--- src/rtl/ps2_direction_decoder.sv ---
// ps2_direction_decoder: turns PS/2 set-2 scan codes into light-cycle controls.
// Tracks make/break/extended prefixes and allows at most one turn per player per tick.
module ps2_direction_decoder #(
    parameter logic [1:0] P1_INIT_DIR    = 2'd1,
    parameter logic [1:0] P2_INIT_DIR    = 2'd3,
    parameter int         PREFIX_TIMEOUT = 50000,
    parameter int         TO_W           = 16
) (
    input  logic       clk,
    input  logic       rst,
    input  logic [7:0] code_byte,
    input  logic       code_valid,
    input  logic       game_tick,
    output logic [1:0] p1_dir,
    output logic [1:0] p2_dir,
    output logic       start_pulse,
    output logic       paused,
    output logic       game_reset_pulse
);

    localparam logic [7:0] CODE_EXT   = 8'hE0;
    localparam logic [7:0] CODE_BRK   = 8'hF0;
    localparam logic [7:0] KEY_W      = 8'h1D;
    localparam logic [7:0] KEY_D      = 8'h23;
    localparam logic [7:0] KEY_S      = 8'h1B;
    localparam logic [7:0] KEY_A      = 8'h1C;
    localparam logic [7:0] KEY_UP     = 8'h75;
    localparam logic [7:0] KEY_RIGHT  = 8'h74;
    localparam logic [7:0] KEY_DOWN   = 8'h72;
    localparam logic [7:0] KEY_LEFT   = 8'h6B;
    localparam logic [7:0] KEY_SPACE  = 8'h29;
    localparam logic [7:0] KEY_P      = 8'h4D;
    localparam logic [7:0] KEY_ESC    = 8'h76;

    localparam logic [TO_W-1:0] TO_LAST = TO_W'(PREFIX_TIMEOUT - 1);

    typedef enum logic [1:0] {
        IDLE,
        EXT,
        BRK,
        EXT_BRK
    } state_t;

    state_t          state;
    state_t          stateNext;
    logic [TO_W-1:0] toCnt;
    logic [TO_W-1:0] toCntNext;

    logic plainMake;
    logic extMake;
    logic plainBreak;

    logic spaceHeld;
    logic pauseHeld;
    logic escHeld;

    logic spaceFire;
    logic pauseFire;
    logic escFire;

    logic       p1Req;
    logic [1:0] p1Cand;
    logic       p2Req;
    logic [1:0] p2Cand;

    logic [1:0] p1Pend;
    logic       p1PendValid;
    logic [1:0] p2Pend;
    logic       p2PendValid;

    logic [1:0] p1Ref;
    logic [1:0] p2Ref;
    logic       p1Take;
    logic       p2Take;

    function automatic logic turnOk(input logic [1:0] cand,
                                    input logic [1:0] cur);
        return (cand != cur) && (cand != (cur ^ 2'b10));
    endfunction

    always_ff @(posedge clk) begin
        if (rst) begin
            state <= IDLE;
            toCnt <= '0;
        end else begin
            state <= stateNext;
            toCnt <= toCntNext;
        end
    end

    // A fresh byte always restarts the prefix timeout; timeout only matters
    // while a prefix is waiting for its follow-up byte.
    always_comb begin
        stateNext  = state;
        toCntNext  = toCnt;
        plainMake  = 1'b0;
        extMake    = 1'b0;
        plainBreak = 1'b0;
        if (code_valid) begin
            toCntNext = '0;
            unique case (state)
                IDLE: begin
                    if (code_byte == CODE_EXT) begin
                        stateNext = EXT;
                    end else if (code_byte == CODE_BRK) begin
                        stateNext = BRK;
                    end else begin
                        plainMake = 1'b1;
                    end
                end
                EXT: begin
                    if (code_byte == CODE_BRK) begin
                        stateNext = EXT_BRK;
                    end else if (code_byte != CODE_EXT) begin
                        extMake   = 1'b1;
                        stateNext = IDLE;
                    end
                end
                BRK: begin
                    plainBreak = 1'b1;
                    stateNext  = IDLE;
                end
                EXT_BRK: begin
                    stateNext = IDLE;
                end
                default: stateNext = IDLE;
            endcase
        end else if (state != IDLE) begin
            if (toCnt == TO_LAST) begin
                stateNext = IDLE;
                toCntNext = '0;
            end else begin
                toCntNext = toCnt + 1'b1;
            end
        end
    end

    always_comb begin
        p1Req  = 1'b0;
        p1Cand = 2'd0;
        if (plainMake) begin
            unique case (1'b1)
                code_byte == KEY_W: begin p1Req = 1'b1; p1Cand = 2'd0; end
                code_byte == KEY_D: begin p1Req = 1'b1; p1Cand = 2'd1; end
                code_byte == KEY_S: begin p1Req = 1'b1; p1Cand = 2'd2; end
                code_byte == KEY_A: begin p1Req = 1'b1; p1Cand = 2'd3; end
                default: ;
            endcase
        end
    end

    always_comb begin
        p2Req  = 1'b0;
        p2Cand = 2'd0;
        if (extMake) begin
            unique case (1'b1)
                code_byte == KEY_UP:    begin p2Req = 1'b1; p2Cand = 2'd0; end
                code_byte == KEY_RIGHT: begin p2Req = 1'b1; p2Cand = 2'd1; end
                code_byte == KEY_DOWN:  begin p2Req = 1'b1; p2Cand = 2'd2; end
                code_byte == KEY_LEFT:  begin p2Req = 1'b1; p2Cand = 2'd3; end
                default: ;
            endcase
        end
    end

    assign spaceFire = plainMake && code_byte == KEY_SPACE && !spaceHeld;
    assign pauseFire = plainMake && code_byte == KEY_P && !pauseHeld;
    assign escFire   = plainMake && code_byte == KEY_ESC && !escHeld;

    // Judge turns against the direction that is in force after this edge.
    assign p1Ref  = (game_tick && p1PendValid) ? p1Pend : p1_dir;
    assign p2Ref  = (game_tick && p2PendValid) ? p2Pend : p2_dir;
    assign p1Take = p1Req && !paused && turnOk(p1Cand, p1Ref);
    assign p2Take = p2Req && !paused && turnOk(p2Cand, p2Ref);

    always_ff @(posedge clk) begin
        if (rst) begin
            spaceHeld <= 1'b0;
            pauseHeld <= 1'b0;
            escHeld   <= 1'b0;
        end else begin
            if (plainMake && code_byte == KEY_SPACE) begin
                spaceHeld <= 1'b1;
            end else if (plainBreak && code_byte == KEY_SPACE) begin
                spaceHeld <= 1'b0;
            end
            if (plainMake && code_byte == KEY_P) begin
                pauseHeld <= 1'b1;
            end else if (plainBreak && code_byte == KEY_P) begin
                pauseHeld <= 1'b0;
            end
            if (plainMake && code_byte == KEY_ESC) begin
                escHeld <= 1'b1;
            end else if (plainBreak && code_byte == KEY_ESC) begin
                escHeld <= 1'b0;
            end
        end
    end

    always_ff @(posedge clk) begin
        if (rst) begin
            p1_dir           <= P1_INIT_DIR;
            p2_dir           <= P2_INIT_DIR;
            p1Pend           <= 2'd0;
            p1PendValid      <= 1'b0;
            p2Pend           <= 2'd0;
            p2PendValid      <= 1'b0;
            paused           <= 1'b0;
            start_pulse      <= 1'b0;
            game_reset_pulse <= 1'b0;
        end else begin
            start_pulse      <= spaceFire;
            game_reset_pulse <= escFire;
            if (escFire) begin
                p1_dir      <= P1_INIT_DIR;
                p2_dir      <= P2_INIT_DIR;
                p1PendValid <= 1'b0;
                p2PendValid <= 1'b0;
                paused      <= 1'b0;
            end else begin
                if (pauseFire) begin
                    paused <= ~paused;
                end
                if (game_tick && p1PendValid) begin
                    p1_dir      <= p1Pend;
                    p1PendValid <= 1'b0;
                end
                if (p1Take) begin
                    p1Pend      <= p1Cand;
                    p1PendValid <= 1'b1;
                end
                if (game_tick && p2PendValid) begin
                    p2_dir      <= p2Pend;
                    p2PendValid <= 1'b0;
                end
                if (p2Take) begin
                    p2Pend      <= p2Cand;
                    p2PendValid <= 1'b1;
                end
            end
        end
    end

endmodule

--- config.mk ---
export PLATFORM = sky130hd
export DESIGN_NAME = ps2_direction_decoder
export DESIGN_NICKNAME = d
export VERILOG_FILES = /design/src/rtl/ps2_direction_decoder.sv
export SDC_FILE = /design/constraint.sdc
export NUM_CORES = 1
export LEC_CHECK = 0
export ABC_AREA = 1
export CAP_MARGIN = 5
export CORE_UTILIZATION = 50
export CTS_CLUSTER_SIZE = 8
export DETAILED_ROUTE_END_ITERATION = 7
export PLACE_DENSITY = 0.79
export SETUP_SLACK_MARGIN = 0.2
export SKIP_CTS_REPAIR_TIMING = 1
export SLEW_MARGIN = 20
export SYNTH_ARGS = -nofsm -noshare
export SYNTH_HDL_FRONTEND = slang
export SYNTH_SLANG_ARGS = --single-unit
--- constraint.sdc ---
create_clock -name clk -period 2.8 [get_ports clk]
set_input_delay 0.84 -clock clk [delete_from_list [all_inputs] [get_ports clk]]
set_output_delay 0.84 -clock clk [all_outputs]
set_load 0.005 [all_outputs]
==> metrics.md, run 1 <==
| Metric | Value |
|---|---|
| Pins Over Slew Limit | `0` |
| Final Critical Period | `2.28 ns` |
| Post-Route Setup TNS | `0 ns` |
| Mapped Cells | `300` |
| Most frequent cells in the layout | `80 x nand2_1, 41 x nor2_1, 39 x inv_1` |
| Num ports | `19` |
| Arr. time, crit path | `2.45 ns` |
| Nets | `338` |
| P_sw | `0.256 mW` |
| Syn Area/Cell | `6.68 um^2` |
| Slew @ Worst Pin | `0.441 ns` |
| Worst hold start | `spaceHeld` |
| Via count | `1,861` |
| Fmax | `439 MHz` |
| GRT Util Overall | `0.210` |
| Worst r2r path cells | `10` |
| Number of global-route vias before repair | `1,693` |
| Met2 Use GR | `0.317` |
| Clk_lat worst skew | `0.28 ns` |
| Sequential share of power | `0.500` |
| Fillers | `363` |
| Worst setup EP type | `register` |
| Mapped Area | `2000 um^2` |
| Final ANT Viol Nets | `0` |
| Slowest cell on crit path | `clkdlybuf4s50_1` |
| Area added between synthesis and finish | `16.7%` |
| Slew margin rel. | `0.704` |
| DR vias/cell | `4.98` |
| Largest stage delay on the critical path | `0.52 ns` |
| Comb power frac | `0.122` |
| Chip Width | `65.3 um` |
| Maximum clock insertion buffer count | `2` |
| Reg2reg start | `toCnt[0]` |
| Fin area | `2340 um^2` |
| Met1 usage | `0.289` |
| Clk_skew | `0.00782 ns` |
| Core Area | `3740 um^2` |
| Fin crit share | `0.814` |
| Die Y | `65.3 um` |
| DR pass1 iterations | `4` |
| Hold WS | `0.433 ns` |
| Crit-path cells | `clkdlybuf4s50_1 -> nand2_1 -> nor2_2 -> nand2_1 -> nor3_1 -> nand2_4 -> nor2_4 -> nor2_4 -> inv_4 -> a21oi_2` |
| Util after Layout | `0.624` |
| Synth Flop Type | `dfxtp_1` |
| CTS tree | `yes` |
| Most Crowded Layer GR | `met2` |
| Internal cell power | `0.731 mW` |
| Lkg Pwr | `0.933 nW` |
| Beginning of the critical path | `code_byte[4]` |
| Gr ovfl total | `0` |
| Power Density | `422 nW/um^2` |
| Met3 Usage GRT | `0.0382` |
| Setup crit start kind | `input pin` |
| Syn Nets | `313` |
| Worst-path clk slew | `0.07 ns` |
| Synth warn | `0` |
| #FFs+latches synth | `34` |
| Num Clock Sinks | `34` |
| Final Wtd Congestion | `0.898` |
| Largest net degree at the start of global routing | `11` |
| Hold path depth | `1` |
| Asr flop ratio synth | `0` |
| HPWL after DPL | `3050 um` |
| Status | `finished, final reports clean` |
| Initial Util | `0.535` |
| Crit path max-delay family | `simple AND/OR/NAND/NOR gates` |
| Final setup vio count | `0` |
| Global-route wire length before repair | `7000 um` |
| Num CTS Buffers | `5` |
| # rows | `22` |
| Number of flops mapped to enable cells by yosys | `0` |
| Bufs and invs on worst path | `2` |
| DP Area | `2250 um^2` |
| Initial DRC Count | `103` |
| Critical path required time | `2.97 ns` |
| DRC violations left | `0` |
| Final WL | `3870 um` |
| Total of max-cap violations | `0` |
| Hold Violations, Final | `0` |
| Share of cells above drive strength 1 | `0.129` |
| DIE AREA | `4260 um^2` |
| CTS Root Cell | `clkbuf_8` |
| Sequential share of the synthesized area | `0.340` |
| RSZ-0062 raised after global routing | `false` |
| Area of the multi-input gates | `1150 um^2` |
| Number of diodes | `0` |
| Htree depth | `2` |
| Sequential cell area | `681 um^2` |
| Hold Crit Class | `reg -> reg` |
| Final Power | `0.987 mW` |
| DR WL/cell | `10.4 um` |
| Cell depth of the worst setup path | `10` |
| Clock power share | `0.379` |
| Worst vdd ir | `211 uV` |
| Net Sw Frac | `0.260` |
| Initial antenna violation count | `0` |
| Synth unique cells | `36` |
| CP Max Fanout | `4` |
| Critical path class | `in -> reg` |
| Most common cell after layout, fill and taps aside | `nand2_1` |
| I/O Buffers | `18` |
-- layer usage --
metal	share of wire	vias to the layer above
li1	-	1008
met1	0.53	815
met2	0.42	30
met3	0.027	8
met4	0.023	0
met5	0	-
-- cell usage after synthesis, types with 2 or more instances --
library cell,number,area [um^2]
nor3_1,11,55.1
inv_1,39,146
nand2_1,80,300
nand3_1,18,90.1
nand3_2,2,20.0
o21ai_0,4,20.0
a21oi_1,11,55.1
o21ai_1,3,15.0
nor2_4,6,67.6
nand4_1,9,56.3
nor2_2,7,43.8
nor2_8,2,40.0
nor3b_1,3,22.5
and3_1,2,12.5
a21oi_2,4,35.0
nand2_4,3,33.8
dfxtp_1,34,681
inv_2,4,15.0
nor2_1,41,154
-- path summary, 6_finish.rpt --
check | end | slack [ns]
max | p2PendValid | 0.52
min | start_pulse | 0.43
max reg2reg | toCnt[12] | 1.20
min reg2reg | start_pulse | 0.43
-- cell families (layout without fill, tap and decap cells) --
family                     count (synthesis)  count (layout)  share of synthesized area
AOI/OAI and AO/OA                         27              27                     0.0818
xor gates and xnor gates                   1               1                    0.00437
adders and majority gates                  1               1                    0.00625
buffers and inverters                     46              72                     0.0881
DFF                                       34              34                      0.340
and+or+nand+nor                          191             191                      0.480
-- per-stage QoR --
| stage | cells | worst slack [ns] |
|---|---|---|
| 3_5_place_dp | 366 | 0.230 |
| 2_1_floorplan | 300 | 0.876 |
| 4_1_cts | 374 | 0.525 |
| 5_1_grt | 374 | 0.432 |
| 3_3_place_gp | 366 | 0.277 |
| 6_report | 374 | 0.522 |
-- registers in the layout, indices dropped and copies added (netlist names), 2 cells and up, named ones only --
register	cells
state	2
p1Pend	2
p2Pend	2
toCnt	16
-- power groups by stage --
stage                     registers, mW  clock network (mW)  logic [mW]
after floorplan                   0.504                   0      0.0825
after global placement            0.504                   0       0.119
after detailed placement          0.505                   0       0.120
after CTS                         0.493               0.383       0.121
after global routing              0.494               0.397       0.136
final                             0.493               0.374       0.120
-- cell type report --
cell class              instances  area share
repair buffers                 19      0.0803
flip-flops and latches         34       0.291
clock inverters                 1     0.00214
well taps                      48      0.0257
inverters                      45      0.0733
clock buffers                   7      0.0369
multi-input cells             220       0.490
Note: power is estimated with default switching activity, not from simulation.
==> run 2: changes to the inputs <==
--- a/config.mk
+++ b/config.mk
@@ -10,7 +10,7 @@
 export CORE_UTILIZATION = 50
 export CTS_CLUSTER_SIZE = 8
 export DETAILED_ROUTE_END_ITERATION = 7
-export PLACE_DENSITY = 0.79
+export PLACE_DENSITY = 0.82
 export SETUP_SLACK_MARGIN = 0.2
 export SKIP_CTS_REPAIR_TIMING = 1
 export SLEW_MARGIN = 20
==> constraint.sdc (replaced) <==
create_clock -name clk -period 2 [get_ports clk]
set_input_delay 0.6 -clock clk [delete_from_list [all_inputs] [get_ports clk]]
set_output_delay 0.6 -clock clk [all_outputs]
set_load 0.005 [all_outputs]
==> metrics.md, run 2 (synthesis gave the netlist of run 1 again) <==
| Metric | Value |
|---|---|
| Worst-path clk slew | `0.08 ns (was 0.07 ns)` |
| Dpl cells | `384 (was 366)` |
| DR pass1 iterations | `4 (unchanged)` |
| Max reg flops | `16 (unchanged)` |
| Setup crit start kind | `register (was input pin)` |
| Sequential cell area | `682 um^2 (was 681 um^2)` |
| Final setup vio count | `0 (unchanged)` |
| Worst vdd ir | `318 uV (was 211 uV)` |
| Maximum clock insertion buffer count | `2 (unchanged)` |
| CP Max Fanout | `3 (was 4)` |
| Critical path required time | `1.40 ns (was 2.97 ns)` |
| Area of the multi-input gates | `1180 um^2 (was 1150 um^2)` |
| Fin cells | `393 (was 374)` |
| Fillers | `314 (was 363)` |
| GRT Util Overall | `0.219 (was 0.210)` |
| Bufs and invs on worst path | `1 (was 2)` |
| Status | `finished, final reports clean (unchanged)` |
| Most common cell after layout, fill and taps aside | `nand2_1 (unchanged)` |
| Chip Width | `65.3 um (unchanged)` |
| Fin area | `2540 um^2 (was 2340 um^2)` |
| Number of global-route vias before repair | `1,723 (was 1,693)` |
| Largest net degree at the start of global routing | `12 (was 11)` |
| Critical path class | `reg -> out (was in -> reg)` |
| Setup WS pre-CTS | `-0.297 ns (was 0.230 ns)` |
| Num Clock Sinks | `34 (unchanged)` |
| Most frequent cells in the layout | `77 x nand2_1, 38 x nor2_1, 37 x inv_1 (was 80 x nand2_1, 41 x nor2_1, 39 x inv_1)` |
| DP Area | `2380 um^2 (was 2250 um^2)` |
| Global-route wire length before repair | `7180 um (was 7000 um)` |
| Slew margin rel. | `0.772 (was 0.704)` |
| Final worst slack | `0.245 ns (was 0.522 ns)` |
| Net Sw Frac | `0.272 (was 0.260)` |
| P_sw | `0.389 mW (was 0.256 mW)` |
| Clock power share | `0.380 (was 0.379)` |
| Cell depth of the worst setup path | `1 (was 10)` |
| Htree depth | `2 (unchanged)` |
| Final Critical Period | `1.75 ns` |
| Crit path max-delay family | `buffers and inverters (was simple AND/OR/NAND/NOR gates)` |
| Lkg Pwr | `1.13 nW (was 0.933 nW)` |
| Final Wtd Congestion | `0.847 (was 0.898)` |
| Clk_lat worst skew | `0.29 ns (was 0.28 ns)` |
| Hold Violations, Final | `0 (unchanged)` |
| # rows | `22 (unchanged)` |
| Comb power frac | `0.136 (was 0.122)` |
| Arr. time, crit path | `1.15 ns (was 2.45 ns)` |
| Fin crit share | `0.877` |
| Flop-to-flop setup slack | `0.38 ns (was 1.20 ns)` |
| Gr ovfl total | `0 (unchanged)` |
| DR vias/cell | `4.91 (was 4.98)` |
| Share of cells above drive strength 1 | `0.212 (was 0.129)` |
| Slew @ Worst Pin | `0.341 ns (was 0.441 ns)` |
| Hold Crit Class | `reg -> reg (unchanged)` |
| I/O Buffers | `18 (unchanged)` |
| Num CTS Buffers | `5 (unchanged)` |
| Final Power | `1.43 mW (was 0.987 mW)` |
| DIE AREA | `4260 um^2 (unchanged)` |
| Clk_skew | `0.00898 ns (was 0.00782 ns)` |
| DR WL/cell | `10.6 um (was 10.4 um)` |
| Worst r2r path cells | `11 (was 10)` |
| Slowest cell on crit path | `clkdlybuf4s50_1 (unchanged)` |
| Nets | `357 (was 338)` |
| Num ports | `19 (unchanged)` |
| HPWL after DPL | `3160 um (was 3050 um)` |
| Hold path depth | `1 (unchanged)` |
| Pins Over Slew Limit | `0 (unchanged)` |
| RR Endpoint | `state[1] (was toCnt[12])` |
| Initial DRC Count | `92 (was 103)` |
| RSZ-0062 raised after global routing | `true (was false)` |
| Hold EP | `start_pulse (unchanged)` |
| Initial Util | `0.535 (unchanged)` |
| Final ANT Viol Nets | `0 (unchanged)` |
| Fmax | `570 MHz` |
| Sequential share of power | `0.484 (was 0.500)` |
| Largest stage delay on the critical path | `0.51 ns (was 0.52 ns)` |
| Number of diodes | `0 (unchanged)` |
| Power Density | `563 nW/um^2 (was 422 nW/um^2)` |
| Initial antenna violation count | `0 (unchanged)` |
| Total of max-cap violations | `0 (unchanged)` |
| CTS Root Cell | `clkbuf_8 (unchanged)` |
| Worst hold start | `spaceHeld (unchanged)` |
| Final WL | `4190 um (was 3870 um)` |
| Via count | `1,930 (was 1,861)` |
| DRC violations left | `0 (unchanged)` |
| Internal cell power | `1.04 mW (was 0.731 mW)` |
| Worst setup EP type | `output pin (was register)` |
| Reg2reg start | `toCnt[1] (was toCnt[0])` |
| Biggest register | `toCnt (unchanged)` |
| CTS tree | `yes (unchanged)` |
| Core Area | `3740 um^2 (unchanged)` |
| Die Y | `65.3 um (unchanged)` |
| Crit-path cells | `clkdlybuf4s50_1 (was clkdlybuf4s50_1 -> nand2_1 -> nor2_2 -> nand2_1 -> nor3_1 -> nand2_4 -> nor2_4 -> nor2_4 -> inv_4 -> a21oi_2)` |
| Area added between synthesis and finish | `26.7% (was 16.7%)` |
-- run 2: changes by cell type in the layout (fill, tap and decap cells not counted), moves of 2 or more --
cell / before / now
buf_4: 1 / 20
clkdlybuf4s50_1: 18 / 9
dlymetal6s2s_1: 0 / 9
nand2_1: 80 / 77
nand2_2: 0 / 3
nor2_1: 41 / 38
nor2_2: 7 / 10
inv_1: 39 / 37
inv_2: 4 / 6
-- run 2: how the worst max path moves through the flow --
stage / from / to / slack [ns]
after floorplan: code_byte[7] / paused / 0.32
after global placement: code_byte[2] / register / -0.24
after detailed placement: code_byte[2] / register / -0.30
after CTS: code_byte[2] / register / 0.02
after global routing: code_valid / p1Pend[1] / 0.17
final: paused / paused / 0.25
-- run 2: per-layer routing --
layer,GRT usage,vias up,part of all wire
met1,0.284,844,0.49
met5,0,-,0
met3,0.0521,4,0.032
met2,0.356,32,0.47
li1,-,1050,-
met4,0.0707,0,0.011
-- run 2: per-stage QoR --
step	hold slack, ns	setup TNS, ns	utilization
floorplan	0.399	0	-
CTS	0.426	0	0.661
global route	0.457	0	0.678
finish	0.424	0	0.678
global placement	0.412	-2.97	0.636
detailed placement	0.414	-3.58	0.636
-- run 2: power by group through the flow --
stage	Clock (mW)	Combinational (mW)	Sequential [mW]
global route	0.582	0.215	0.692
detailed placement	0	0.193	0.706
CTS	0.557	0.196	0.691
floorplan	0	0.116	0.705
finish	0.542	0.195	0.691
global placement	0	0.189	0.706
-- run 2: final cells by class --
type,instances,area share
repair buffers,38,0.139
clock buffers,6,0.0325
multi-input cells,220,0.464
inverters,45,0.0676
clock inverters,2,0.00493
well taps,48,0.0237
flip-flops and latches,34,0.269
